**src/rtl/voice_mix_dac_if.sv**
```systemverilog
// Signal bundle between the voice mixer/DAC shifter and its surroundings.
// The master side drives voices, gains and ticks; the slave side is the mixer.
interface voice_mix_dac_if;
  logic [15:0] voice0, voice1, voice2;
  logic [7:0]  gain0, gain1, gain2;
  logic        mute;
  logic        sample_tick;
  logic [15:0] sample_out;
  logic        DAC_CS;
  logic        DAC_SCK;
  logic        DAC_MOSI;
  logic        busy;
  logic        overrun;

  modport master (
    output voice0, voice1, voice2, gain0, gain1, gain2, mute, sample_tick,
    input  sample_out, DAC_CS, DAC_SCK, DAC_MOSI, busy, overrun
  );

  modport slave (
    input  voice0, voice1, voice2, gain0, gain1, gain2, mute, sample_tick,
    output sample_out, DAC_CS, DAC_SCK, DAC_MOSI, busy, overrun
  );
endinterface

```
**src/rtl/voice_mix_dac.sv**
```systemverilog
// Three-voice gain mixer with 16-bit saturation feeding a 24-bit serial DAC frame.
// One frame per sample tick: capture, 3-cycle MAC, saturate, shift out, CS gap.
module voice_mix_dac #(
  parameter int         SCLK_DIV   = 4,
  parameter logic [7:0] CMD_BYTE   = 8'h30,
  parameter int         GAP_CYCLES = 8
) (
  input  logic           clk,
  input  logic           rst,
  voice_mix_dac_if.slave bus
);
  typedef enum logic [2:0] {IDLE, MAC, SAT, SHIFT, GAP} state_e;

  localparam logic [15:0] DIV_LAST = 16'(SCLK_DIV - 1);
  localparam logic [15:0] GAP_LAST = 16'(GAP_CYCLES - 1);

  state_e             state_q, state_d;
  logic [1:0]         idx_q, idx_d;
  logic signed [25:0] acc_q, acc_d;
  logic [15:0]        div_q, div_d;
  logic [15:0]        gap_q, gap_d;
  logic [4:0]         bit_q, bit_d;
  logic               cs_q, cs_d;
  logic               sck_q, sck_d;
  logic               mosi_q, mosi_d;
  logic               ovr_q, ovr_d;
  logic [15:0]        sample_q, sample_d;
  logic [23:0]        frame_q, frame_d;

  logic [15:0]        v0_q, v1_q, v2_q;
  logic [7:0]         g0_q, g1_q, g2_q;
  logic               mute_q;
  logic               capture;
  logic [15:0]        cur_v;
  logic [7:0]         cur_g;
  logic [15:0]        sat_w;

  // Offset-binary voice times unsigned gain, as a signed 25-bit product.
  function automatic logic signed [24:0] mac_term(input logic [15:0] v, input logic [7:0] g);
    logic signed [24:0] s;
    logic signed [24:0] gs;
    s  = {{9{~v[15]}}, ~v[15], v[14:0]};
    gs = {17'd0, g};
    return s * gs;
  endfunction

  // Drop the 7 fractional gain bits (floor), clamp to 16 bits, return offset binary.
  function automatic logic [15:0] sat_offset(input logic signed [25:0] acc, input logic mute);
    logic signed [25:0] r;
    logic [15:0]        c;
    r = acc >>> 7;
    if (mute)                   c = 16'h0000;
    else if (r > 26'sd32767)    c = 16'h7FFF;
    else if (r < -26'sd32768)   c = 16'h8000;
    else                        c = r[15:0];
    return {~c[15], c[14:0]};
  endfunction

  always_comb begin
    cur_v = v2_q;
    cur_g = g2_q;
    case (idx_q)
      2'd0:    begin cur_v = v0_q; cur_g = g0_q; end
      2'd1:    begin cur_v = v1_q; cur_g = g1_q; end
      default: begin cur_v = v2_q; cur_g = g2_q; end
    endcase
  end

  assign sat_w = sat_offset(acc_q, mute_q);

  always_comb begin
    state_d  = state_q;
    idx_d    = idx_q;
    acc_d    = acc_q;
    div_d    = div_q;
    gap_d    = gap_q;
    bit_d    = bit_q;
    cs_d     = cs_q;
    sck_d    = sck_q;
    mosi_d   = mosi_q;
    sample_d = sample_q;
    frame_d  = frame_q;
    capture  = 1'b0;
    ovr_d    = ovr_q | (bus.sample_tick && (state_q != IDLE));
    case (state_q)
      IDLE: begin
        if (bus.sample_tick) begin
          capture = 1'b1;
          acc_d   = '0;
          idx_d   = 2'd0;
          state_d = MAC;
        end
      end
      MAC: begin
        acc_d = acc_q + 26'(mac_term(cur_v, cur_g));
        idx_d = idx_q + 2'd1;
        if (idx_q == 2'd2) state_d = SAT;
      end
      SAT: begin
        frame_d  = {CMD_BYTE, sat_w};
        sample_d = sat_w;
        cs_d     = 1'b0;
        sck_d    = 1'b0;
        mosi_d   = CMD_BYTE[7];
        div_d    = '0;
        bit_d    = '0;
        state_d  = SHIFT;
      end
      SHIFT: begin
        if (div_q == DIV_LAST) begin
          div_d = '0;
          if (!sck_q) begin
            sck_d = 1'b1;
          end else if (bit_q == 5'd23) begin
            sck_d   = 1'b0;
            cs_d    = 1'b1;
            mosi_d  = 1'b0;
            gap_d   = '0;
            state_d = GAP;
          end else begin
            // Next bit launches on the SCK falling edge.
            sck_d  = 1'b0;
            bit_d  = bit_q + 5'd1;
            mosi_d = frame_q[5'd22 - bit_q];
          end
        end else begin
          div_d = div_q + 16'd1;
        end
      end
      GAP: begin
        if (gap_q == GAP_LAST) state_d = IDLE;
        else                   gap_d   = gap_q + 16'd1;
      end
      default: state_d = IDLE;
    endcase
  end

  always_ff @(posedge clk) begin
    if (rst) begin
      state_q  <= IDLE;
      idx_q    <= '0;
      acc_q    <= '0;
      div_q    <= '0;
      gap_q    <= '0;
      bit_q    <= '0;
      cs_q     <= 1'b1;
      sck_q    <= 1'b0;
      mosi_q   <= 1'b0;
      ovr_q    <= 1'b0;
      sample_q <= 16'h8000;
    end else begin
      state_q  <= state_d;
      idx_q    <= idx_d;
      acc_q    <= acc_d;
      div_q    <= div_d;
      gap_q    <= gap_d;
      bit_q    <= bit_d;
      cs_q     <= cs_d;
      sck_q    <= sck_d;
      mosi_q   <= mosi_d;
      ovr_q    <= ovr_d;
      sample_q <= sample_d;
    end
  end

  // Captured operands and the shift frame carry no reset; they are always loaded before use.
  always_ff @(posedge clk) begin
    frame_q <= frame_d;
    if (capture) begin
      v0_q   <= bus.voice0;
      v1_q   <= bus.voice1;
      v2_q   <= bus.voice2;
      g0_q   <= bus.gain0;
      g1_q   <= bus.gain1;
      g2_q   <= bus.gain2;
      mute_q <= bus.mute;
    end
  end

  assign bus.sample_out = sample_q;
  assign bus.DAC_CS     = cs_q;
  assign bus.DAC_SCK    = sck_q;
  assign bus.DAC_MOSI   = mosi_q;
  assign bus.busy       = (state_q != IDLE);
  assign bus.overrun    = ovr_q;
endmodule

```
**src/flat_wrapper.sv**
```systemverilog
// flat-port wrapper written by rule: the top's interface ports become plain ports
module voice_mix_dac_flat 
#(
  parameter int         SCLK_DIV   = 4,
  parameter logic [7:0] CMD_BYTE   = 8'h30,
  parameter int         GAP_CYCLES = 8
)
  (clk, rst, bus_voice0, bus_voice1, bus_voice2, bus_gain0, bus_gain1, bus_gain2, bus_mute, bus_sample_tick, bus_sample_out, bus_DAC_CS, bus_DAC_SCK, bus_DAC_MOSI, bus_busy, bus_overrun);
  voice_mix_dac_if bus_i ();
  input  logic clk;
  input  logic rst;
  input wire logic [$bits(bus_i.voice0)-1:0] bus_voice0;
  input wire logic [$bits(bus_i.voice1)-1:0] bus_voice1;
  input wire logic [$bits(bus_i.voice2)-1:0] bus_voice2;
  input wire logic [$bits(bus_i.gain0)-1:0] bus_gain0;
  input wire logic [$bits(bus_i.gain1)-1:0] bus_gain1;
  input wire logic [$bits(bus_i.gain2)-1:0] bus_gain2;
  input wire logic [$bits(bus_i.mute)-1:0] bus_mute;
  input wire logic [$bits(bus_i.sample_tick)-1:0] bus_sample_tick;
  output wire logic [$bits(bus_i.sample_out)-1:0] bus_sample_out;
  output wire logic [$bits(bus_i.DAC_CS)-1:0] bus_DAC_CS;
  output wire logic [$bits(bus_i.DAC_SCK)-1:0] bus_DAC_SCK;
  output wire logic [$bits(bus_i.DAC_MOSI)-1:0] bus_DAC_MOSI;
  output wire logic [$bits(bus_i.busy)-1:0] bus_busy;
  output wire logic [$bits(bus_i.overrun)-1:0] bus_overrun;
  assign bus_i.voice0 = bus_voice0;
  assign bus_i.voice1 = bus_voice1;
  assign bus_i.voice2 = bus_voice2;
  assign bus_i.gain0 = bus_gain0;
  assign bus_i.gain1 = bus_gain1;
  assign bus_i.gain2 = bus_gain2;
  assign bus_i.mute = bus_mute;
  assign bus_i.sample_tick = bus_sample_tick;
  assign bus_sample_out = bus_i.sample_out;
  assign bus_DAC_CS = bus_i.DAC_CS;
  assign bus_DAC_SCK = bus_i.DAC_SCK;
  assign bus_DAC_MOSI = bus_i.DAC_MOSI;
  assign bus_busy = bus_i.busy;
  assign bus_overrun = bus_i.overrun;
  voice_mix_dac #(.SCLK_DIV(SCLK_DIV), .CMD_BYTE(CMD_BYTE), .GAP_CYCLES(GAP_CYCLES)) u_core (.clk(clk), .rst(rst), .bus(bus_i));
endmodule
```
**config.mk**
```make
export PLATFORM = sky130hd
export DESIGN_NAME = voice_mix_dac_flat
export DESIGN_NICKNAME = d
export VERILOG_FILES = /design/src/rtl/voice_mix_dac_if.sv /design/src/rtl/voice_mix_dac.sv /design/src/flat_wrapper.sv
export SDC_FILE = /design/constraint.sdc
export NUM_CORES = 1
export LEC_CHECK = 0
export BUFFER_PORTS_ARGS = -buffer_cell sky130_fd_sc_hd__buf_4
export CAP_MARGIN = 15
export CORE_ASPECT_RATIO = 0.7
export CORE_MARGIN = 2
export CORE_UTILIZATION = 55
export CTS_BUF_LIST = sky130_fd_sc_hd__clkbuf_16
export DETAILED_ROUTE_END_ITERATION = 6
export PLACE_DENSITY = 0.74
export SYNTH_ARGS = -nofsm -noshare
export SYNTH_HDL_FRONTEND = slang
export SYNTH_SLANG_ARGS = --single-unit
```
**constraint.sdc**
```tcl
create_clock -name clk -period 7.5 [get_ports clk]
set_input_delay 0.75 -clock clk [delete_from_list [all_inputs] [get_ports clk]]
set_output_delay 0.75 -clock clk [all_outputs]
set_load 0.005 [all_outputs]
```
[Word level (Yosys, flattened, before mapping)]
Cells that the tools add are included.
Widths: inputs -> output; s select.
Operators by class
  equality and inequality tests: 17
  muxes and demuxes: 42
  $lt $le $gt $ge: 3
  bitwise operators: 3
  divide/modulo/power cells: 0
  reduce and logical (&&, ||, !) cells: 14
  shifts and indexed selects: 0
  multiply operators: 1
  $add $sub $neg: 6
Operators by type and width (number)
  $mux 16: 8
  $pmux 16 s2: 3
  $pmux 26 s2: 1
  $add 16x1->16 const B: 2
  $add 26x25->26: 1
  $mux 26: 1
  $mul 16x9->25: 1
  $gt 19x16->1 const B: 1
  $lt 19x16->1 const B: 1
  $mux 3: 6
  $eq 16x2->1 const B: 1
  $eq 16x3->1 const B: 1
  $pmux 8 s2: 1
  $mux 5: 3
  $pmux 3 s5: 1
  $mux 1: 11
  $ne 2x1->1 const B: 5
  $pmux 5 s2: 1
  $reduce_and 4->1: 2
  $eq 3x2->1 const B: 2
  $lt 5x6->1 const B: 1
  $ne 2x2->1 const B: 3
  $pmux 1 s2: 3
  $reduce_and 6->1: 1
  other kinds (21): 25
Word-level totals
  memories: 0
  bits in read-only memories: 0
  register bits: 177
  input bits: 76
  RAM bits: 0
  output and inout port bits: 21
  logic and storage cells: 105
  bits in latches: 0

[Logic depth before layout (Yosys ltp)]
Gate-level depths: netlist of the first run.
  word-level depth: 7
  mapped depth: 27
  mapped depth without buffers: 24

[Worst setup path after synthesis of the first run]
OpenSTA, ideal clock, no wires.
  path type: register to register
  start: register u_core.idx_q[0]
  end: register u_core.acc_q[22]
  data required time: 7.380 ns
  library setup time: 0.120 ns
  stages on the path, launching flop included: 26
  buffers on the path: 3
  arrival time: 6.247 ns
  setup slack: 1.133 ns
  clock period less this slack: 6.367 ns
  cells stage by stage: dfxtp_1 > inv_1 > ha_1 > clkbuf_1 > nor2_1 > clkbuf_1 > buf_1 > a21o_1 > nand2_1 > fa_1 > inv_1 > fa_1 > inv_1 > fa_1 > inv_1 > fa_1 > inv_1 > fa_1 > inv_1 > ha_1 > a2111oi_4 > a21oi_2 > a31o_2 > a41oi_4 > o21ai_0 > a211o_1
On the way
  longest elaborated chain between the ends: 6
  elaborated cells between the ends (all ways): 8
  those cells by class: 1 x add/sub; 1 x mul; 1 x eq/ne; 3 x mux; 1 x bitwise; 1 x reduce/logical
RTL lines
  start: declaration: RTL line voice_mix_dac.sv:18  | logic [1:0] idx_q, idx_d;
  start signal: assignment: RTL line voice_mix_dac.sv:153  | idx_q <= idx_d;
  $eq 2x1->1 / $logic_not 2->1 (equally long branches): RTL line voice_mix_dac.sv:62  | case (idx_q)
  $pmux 16 s2: RTL line voice_mix_dac.sv:62
  $not 1->1: RTL line voice_mix_dac.sv:42  | s = {{9{~v[15]}}, ~v[15], v[14:0]};
  $mul 16x9->25 *: RTL line voice_mix_dac.sv:44  | return s * gs;
  $add 26x25->26 *: RTL line voice_mix_dac.sv:95  | acc_d = acc_q + 26'(mac_term(cur_v, cur_g));
  $pmux 26 s2 *: RTL line voice_mix_dac.sv:85  | case (state_q)
  end signal: assignment: RTL line voice_mix_dac.sv:142  | acc_q <= '0;
  end signal: assignment: RTL line voice_mix_dac.sv:154  | acc_q <= acc_d;
  end: declaration: RTL line voice_mix_dac.sv:19  | logic signed [25:0] acc_q, acc_d;
Mark *: on every way between the ends. The rest lies on a longest branch, timed or not.
A chain may end at the register's enable or synchronous reset.

[Final worst setup path of the first run]
Ends and elaborated chain as after synthesis.

==> impl_metrics.ini, run 1 <==
[run_status]
status = finished, final reports clean

[timing]
worstMarginPinSlew_ns = 1.13
setup_viol = 0
fin_skew_ns = 0.00955
rsz0062_at_grt = no
period_share = 0.916
hold_viol = 0
fin_crit_ns = 6.87
fmax_ghz = 0.146
max_slew_margin = 0.245
drv_slew = 0
setup_tns_ns = 0

[cells_and_area]
regArea_sq_mm = 0.00443
nets = 1603
n_fill_cell = 1889
areaGrowthSynthToFinish_pct = 12.8
multi_input_area_sq_mm = 0.00727
final_layout_size_suffix_gt1_frac = 0.126

[worst_setup_path]
critical_path_arrival_ns = 7.22
regToRegStartpoint = u_core.idx_q[0]
crit_fanout = 25
critPathSlowestCell = fa_1
cp.required_ns = 7.84
r2r.worst_path.cells = 23
end_kind = flop
rr_endpoint = u_core.acc_q[22]
r2r_slack_ns = 0.63
crit_chain = inv_1, ha_1, nor2_2, buf_4, a21o_1, nand2_1, fa_1, inv_1, fa_1, inv_1, fa_1, inv_1, fa_1, inv_1, fa_1, inv_1, ha_1, a2111oi_4, a21oi_2, a31o_2, a41oi_4, o21ai_0, a211o_1
max_stage_delay_ns = 0.56
cpMostUsedCell = inv_1
crit_type = reg2reg
critPathLaunchType = flop

[synth]
synth_seq_area_share = 0.353
yosysMostFrequentCell = inv_1
synthTopCellsByCount = 180 x inv_1, 163 x nor2_1, 125 x fa_1
synth_cell_types = 67
synth-edff-count = 89
ys_ff_latch = 177
async_flop_share = 0
syn_avg_cell_area_sq_um = 9.99
netlist.area_leader.share = 0.213
syn-num-nets = 1523
yosys_warnings = 0
ys.flop_type = edfxtp_1
yosys-top-cells-area = edfxtp_1 21%, fa_1 20%, dfxtp_1 14%
syn-cell-area_sq_mm = 0.0126
synth_largest_area_cell = edfxtp_1
netlist_instances = 1258

[die]
core_area_sq_mm = 0.0226
start_util = 0.557
die_x_microns = 185
dieHeight_microns = 130
io_pins = 97
rows = 46
fp.dieArea_sq_mm = 0.0241

[detailed_routing]
vias_per_cell = 5.53
drtIter0Drc = 611
drc_errors = 0
detail_route.wl_per_cell_microns = 15.6
antenna_left = 0
firstDrtPassIters = 5
dr_total_vias = 9199
drt-total-wl_microns = 25900

[clock_tree]
htreeDepth = 4
cts_root_buffer = clkbuf_16
post_cts_resized = 0
cts_buffers = 17
cts_hold_buf = 0
postCtsSetupBuffers = 0
cts_num_sinks = 177
cts_tree = yes
clkTransAtPathRegs_ns = 0.07
clockBufferDepth = 2
clk_latency_ns = 0.45

[global_routing]
grt-ovfl-total = 0
grt_pass1_vias = 8773
grt_pass1_wl_microns = 42900
grt_max_degree = 73
grtUsageTotal = 0.228
antenna_found_initial = 1

[worst_hold_path]
min-delay-path-class = reg2reg
hold_depth = 2
holdPathEnd = u_core.acc_q[3]
worstHoldStart = u_core.acc_q[3]

[placed_design]
dp_hpwl_microns = 19700
io_buffers = 96
gp_congestion = 0.891

[run]
max_cap_viol_count = 0
[critical path: cells and delay by family (launching register included)]
kind | cells | cell delay, ns
flops | 1 | 0.34
buf+inv | 7 | 0.70
compound gates | 7 | 1.79
fa+ha+maj | 7 | 3.31
simple gates | 2 | 0.61
[layout by cell type, fill, tap and decap left out, types with 22 or more instances in the layout]
master / n
xnor2_1: 22
nor2_1: 161
a21oi_1: 60
a21o_1: 31
ha_1: 64
nand2_1: 98
inv_1: 179
edfxtp_1: 89
fa_1: 125
a22o_1: 32
dfxtp_1: 88
nand3_1: 26
buf_4: 110
[metrics by stage]
step | worst slack [ns] | utilization | cells | instance area, sq um | hold WS, ns
2_1_floorplan | 1.13 | - | 1258 | 12600 | 0.436
3_3_place_gp | 0.878 | 0.602 | 1629 | 13600 | 0.445
3_5_place_dp | 0.667 | 0.602 | 1629 | 13600 | 0.453
4_1_cts | 0.631 | 0.627 | 1661 | 14200 | 0.450
5_1_grt | 0.226 | 0.628 | 1663 | 14200 | 0.452
6_report | 0.628 | 0.628 | 1664 | 14200 | 0.463
[kinds of logic after synthesis]
kind of cell	synth area share
AND/OR/NAND/NOR	0.132
adder cells (fa/ha/maj)	0.263
multiplexers	0.0225
XOR/XNOR	0.0300
flip-flops	0.353
buffers and inverters	0.0689
AO/OA/AOI/OAI	0.131
[worst max path at each step]
stage / start / end / depth (start not counted)
4_1_cts: u_core.idx_q[0] / u_core.acc_q[22] / 23
2_1_floorplan: u_core.idx_q[0] / u_core.acc_q[22] / 25
6_report: u_core.idx_q[0] / u_core.acc_q[22] / 23
5_1_grt: u_core.idx_q[0] / u_core.acc_q[22] / 24
3_5_place_dp: u_core.idx_q[0] / u_core.acc_q[22] / 24
3_3_place_gp: u_core.idx_q[0] / u_core.acc_q[22] / 23
[final cells by class]
cell class | count | area share
sequential | 177 | 0.313
clock inverter | 14 | 0.00839
timing repair buffer | 110 | 0.0583
antenna | 1 | 0.000177
tap | 312 | 0.0275
inverter | 180 | 0.0477
clock buffer | 18 | 0.0318
multi-input combinational | 852 | 0.513
[flip-flops by register name (all words and copies together) (netlist names)]
register               flops
u_core.div_q              16
u_core.acc_q              26
u_core.bit_q               5
u_core.bus.DAC_SCK         1
u_core.bus.sample_out     16
u_core.v0_q               16
u_core.g0_q                8
u_core.v1_q               16
u_core.idx_q               2
u_core.gap_q              16
u_core.bus.overrun         1
u_core.bus.DAC_MOSI        1
u_core.frame_q            16
u_core.state_q             3
u_core.g2_q                8
u_core.mute_q              1
u_core.v2_q               16
u_core.g1_q                8
u_core.bus.DAC_CS          1
[layer usage]
layer  up-vias  track usage  part of all wire
met5         -            0                 0
met4         0       0.0593             0.010
met3        19       0.0488             0.069
met2       258        0.357              0.47
met1      4544        0.326              0.45
li1       4378            -                 -
Power of run 1 is left out: the tool's default activity adds up to more than one toggle a clock period on the data nets, which glitch-free logic cannot reach.
==> run 2: changes to the inputs <==
--- a/config.mk
+++ b/config.mk
@@ -7,7 +7,6 @@
 export LEC_CHECK = 0
 export BUFFER_PORTS_ARGS = -buffer_cell sky130_fd_sc_hd__buf_4
 export CAP_MARGIN = 15
-export CORE_ASPECT_RATIO = 0.7
 export CORE_MARGIN = 2
 export CORE_UTILIZATION = 55
 export CTS_BUF_LIST = sky130_fd_sc_hd__clkbuf_16
==> constraint.sdc (replaced) <==
create_clock -name clk -period 8.23 [get_ports clk]
set_input_delay 0.823 -clock clk [delete_from_list [all_inputs] [get_ports clk]]
set_output_delay 0.823 -clock clk [all_outputs]
set_load 0.005 [all_outputs]
==> impl_metrics.ini, run 2 (same netlist as run 1, synthesis figures left out) <==
[detailed_routing]
dr_total_vias = 9134
vias_per_cell = 5.59
drc_errors = 0
drt-total-wl_microns = 25800
drtIter0Drc = 666
firstDrtPassIters = 5
antenna_left = 0
detail_route.wl_per_cell_microns = 15.8

[timing]
worstMarginPinSlew_ns = 1.07
fmax_ghz = 0.141
setup_tns_ns = 0
fin_crit_ns = 7.10
rsz0062_at_grt = no
setup_viol = 0
period_share = 0.863
max_slew_margin = 0.287
hold_viol = 0
drv_slew = 0
fin_skew_ns = 0.0114

[clock_tree]
htreeDepth = 4
postCtsSetupBuffers = 0
cts_root_buffer = clkbuf_16
cts_tree = yes
clockBufferDepth = 2
clk_latency_ns = 0.44
cts_hold_buf = 0
cts_buffers = 17
cts_num_sinks = 177
clkTransAtPathRegs_ns = 0.07
post_cts_resized = 0

[worst_setup_path]
crit_fanout = 40
cp_top_family = adder cells
crit_type = reg2reg
critical_path_arrival_ns = 7.43
cp_num_buf_inv = 6
cp.required_ns = 8.55
critPathSlowestCell = ha_1
end_kind = flop
critPathLaunchType = flop
crit_chain = inv_1, ha_1, nor2_2, buf_4, a21oi_1, nor2_1, fa_1, inv_1, fa_1, inv_1, fa_1, fa_1, inv_1, fa_1, inv_1, ha_1, and3_1, nand2_1, nor2_1, a211o_1, a41oi_4, o21ai_0, a211o_1
max_stage_delay_ns = 0.82

[cells_and_area]
areaGrowthSynthToFinish_pct = 12.5
nets = 1600
largest_register_ffs = 26
n_fill_cell = 1846
mostFrequentLayoutCell = inv_1
post-route-util = 0.628
top_register = u_core.acc_q
final_cell_mix = 180 x inv_1, 161 x nor2_1, 125 x fa_1
final_layout_size_suffix_gt1_frac = 0.123
fin_area_sq_mm = 0.0141
diodes = 0

[global_routing]
grt-ovfl-total = 0
grt_max_degree = 73
grt_pass1_vias = 8826
grtUsageTotal = 0.220
grt_pass1_wl_microns = 42500
antenna_found_initial = 0

[run_status]
status = finished, final reports clean

[worst_hold_path]
min-delay-path-class = reg2reg

[die]
core_area_sq_mm = 0.0225
dieHeight_microns = 155
fp.dieArea_sq_mm = 0.0241
start_util = 0.558
io_pins = 97
rows = 55
die_x_microns = 155

[placed_design]
dp_hpwl_microns = 19700
gp_congestion = 0.880
io_buffers = 96
postPlaceCellArea_sq_mm = 0.0135

[run]
max_cap_viol_count = 0
-- run 2: cell count changes in the layout (fill, tap and decap cells not counted), sizes merged --
cell	before	now
inv	188	190
diode	1	0
clkinvlp	2	0
clkinv	4	3
bufinv	0	1
buf	110	107
-- run 2: stage by stage --
stage                     std cells  hold WS [ns]  worst slack (ns)
after detailed placement       1598         0.463              1.19
after global placement         1598         0.447              1.42
after floorplan                1258         0.436              1.86
final                          1633         0.469              1.13
after CTS                      1630         0.471              1.15
after global routing           1633         0.486             0.755
-- run 2: final cells by class --
cell class	instances	area, sq um	share of cell area
flip-flops and latches	177	4430	0.314
inverters	180	676	0.0478
multi-input cells	852	7270	0.515
well taps	285	357	0.0252
repair buffers	107	803	0.0568
clock buffers	18	450	0.0319
clock inverters	14	143	0.0101
-- run 2: metal layers --
layer  wire length [microns]  vias up  GRT usage
met5                       0        -          0
met4                     411        0     0.0648
met3                     956       27     0.0334
met2                   13200      192      0.371
met1                   11200     4537      0.295
li1                        -     4378          -
-- run 2: worst paths after layout --
path | end | slack [ns] | startpoint | cells after the start
max | u_core.acc_q[22] | 1.13 | u_core.idx_q[0] | 23
min | u_core.acc_q[3] | 0.47 | u_core.acc_q[3] | 2
max reg2reg | u_core.acc_q[22] | 1.13 | u_core.idx_q[0] | 23
min reg2reg | u_core.acc_q[3] | 0.47 | u_core.acc_q[3] | 2
-- run 2: worst register-to-register path, delay by kind of cell, from the launching register on --
kind                     cells  cell delay (ns)
buffers and inverters        6             0.71
AO/OA/AOI/OAI                5             1.41
AND/OR/NAND/NOR              5             0.66
flip-flops                   1             0.32
adder cells (fa/ha/maj)      7             3.89
Power of run 2 is left out for the same reason.
==> run 3: changes to the inputs <==
==> constraint.sdc (replaced) <==
create_clock -name clk -period 7.8 [get_ports clk]
set_input_delay 0.78 -clock clk [delete_from_list [all_inputs] [get_ports clk]]
set_output_delay 0.78 -clock clk [all_outputs]
set_load 0.005 [all_outputs]
==> impl_metrics.ini, run 3 (same netlist as run 1, synthesis figures left out) <==
[run_status]
status = finished, final reports clean

[global_routing]
grt_pass1_vias = 8827
grt-ovfl-total = 0
grt_pass1_wl_microns = 42300
grt_max_degree = 73
grtUsageTotal = 0.218
antenna_found_initial = 0

[clock_tree]
cts_hold_buf = 0
htreeDepth = 4
cts_buffers = 17
cts_root_buffer = clkbuf_16
clk_latency_ns = 0.43
postCtsSetupBuffers = 0
clockBufferDepth = 2
post_cts_resized = 0
cts_num_sinks = 177
cts_tree = yes
clkTransAtPathRegs_ns = 0.08

[worst_setup_path]
critPathLaunchType = flop
crit_type = reg2reg
cpMostUsedCell = inv_1
crit_chain = inv_1, ha_1, nor2_2, buf_4, a21o_1, nand2_1, fa_1, inv_1, fa_1, inv_1, fa_1, inv_1, fa_1, inv_1, fa_1, inv_1, ha_1, a2111oi_4, a21oi_2, a31o_2, a41oi_4, o21ai_0, a211o_1
r2r.worst_path.cells = 23
critPathSlowestCell = fa_1
max_stage_delay_ns = 0.56
critical_path_arrival_ns = 7.07
cp.required_ns = 8.13
crit_fanout = 29
end_kind = flop

[detailed_routing]
drtIter0Drc = 709
dr_total_vias = 9085
firstDrtPassIters = 6
drt-total-wl_microns = 25400
drc_errors = 0
detail_route.wl_per_cell_microns = 15.5
vias_per_cell = 5.55
antenna_left = 0

[timing]
rsz0062_at_grt = no
setup_tns_ns = 0
worstMarginPinSlew_ns = 1.07
hold_viol = 0
setup_viol = 0
period_share = 0.865
fin_skew_ns = 0.0166
max_slew_margin = 0.287
fin_crit_ns = 6.75
fmax_ghz = 0.148
drv_slew = 0

[cells_and_area]
diodes = 0
mostFrequentLayoutCell = inv_1
areaGrowthSynthToFinish_pct = 12.7
nets = 1604
n_fill_cell = 1810
largest_register_ffs = 26
top_register = u_core.acc_q
multi_input_area_sq_mm = 0.00727
regArea_sq_mm = 0.00443
final_layout_size_suffix_gt1_frac = 0.126
final_cell_mix = 180 x inv_1, 161 x nor2_1, 125 x fa_1

[placed_design]
dp_hpwl_microns = 19400
io_buffers = 96
gp_congestion = 0.876

[die]
core_area_sq_mm = 0.0225
rows = 55
start_util = 0.558
fp.dieArea_sq_mm = 0.0241
io_pins = 97
dieHeight_microns = 155
die_x_microns = 155

[run]
max_cap_viol_count = 0

[worst_hold_path]
min-delay-path-class = reg2reg
hold_depth = 2
run 3: layer usage:
layer / wire [microns] / global-route usage
met4: 384 / 0.0578
met2: 12900 / 0.371
met5: 0 / 0
met3: 1110 / 0.0384
met1: 11000 / 0.291
run 3: metrics by stage:
| step | utilization | instance area [sq um] | hold WS (ns) | std cells | setup WS [ns] |
|---|---|---|---|---|---|
| after floorplan | - | 12600 | 0.436 | 1258 | 1.43 |
| after global placement | 0.603 | 13600 | 0.445 | 1603 | 1.25 |
| after detailed placement | 0.603 | 13600 | 0.458 | 1603 | 1.08 |
| after CTS | 0.629 | 14100 | 0.469 | 1635 | 1.06 |
| after global routing | 0.629 | 14200 | 0.476 | 1637 | 0.664 |
| final | 0.629 | 14200 | 0.469 | 1637 | 1.05 |
run 3: final timing paths:
kind	start	to	slack, ns
worst max-delay path	u_core.idx_q[0]	u_core.acc_q[22]	1.05
worst min-delay path	u_core.acc_q[3]	u_core.acc_q[3]	0.47
worst max register to register	u_core.idx_q[0]	u_core.acc_q[22]	1.05
worst min register to register	u_core.acc_q[3]	u_core.acc_q[3]	0.47
run 3: final cells by class:
type                            instances  area share
Timing Repair Buffer                  111      0.0591
Multi-Input combinational cell        852       0.513
Inverter                              180      0.0477
Clock buffer                           19      0.0336
Tap cell                              285      0.0252
Clock inverter                         13     0.00795
Sequential cell                       177       0.313
run 3: critical path, delay by kind of cell, from the launching register on:
| family | cells | cell delay [ns] |
|---|---|---|
| fa+ha+maj | 7 | 3.18 |
| compound gates | 7 | 1.92 |
| buf+inv | 7 | 0.69 |
| simple gates | 2 | 0.51 |
| flops | 1 | 0.34 |
Power of run 3 is left out for the same reason.
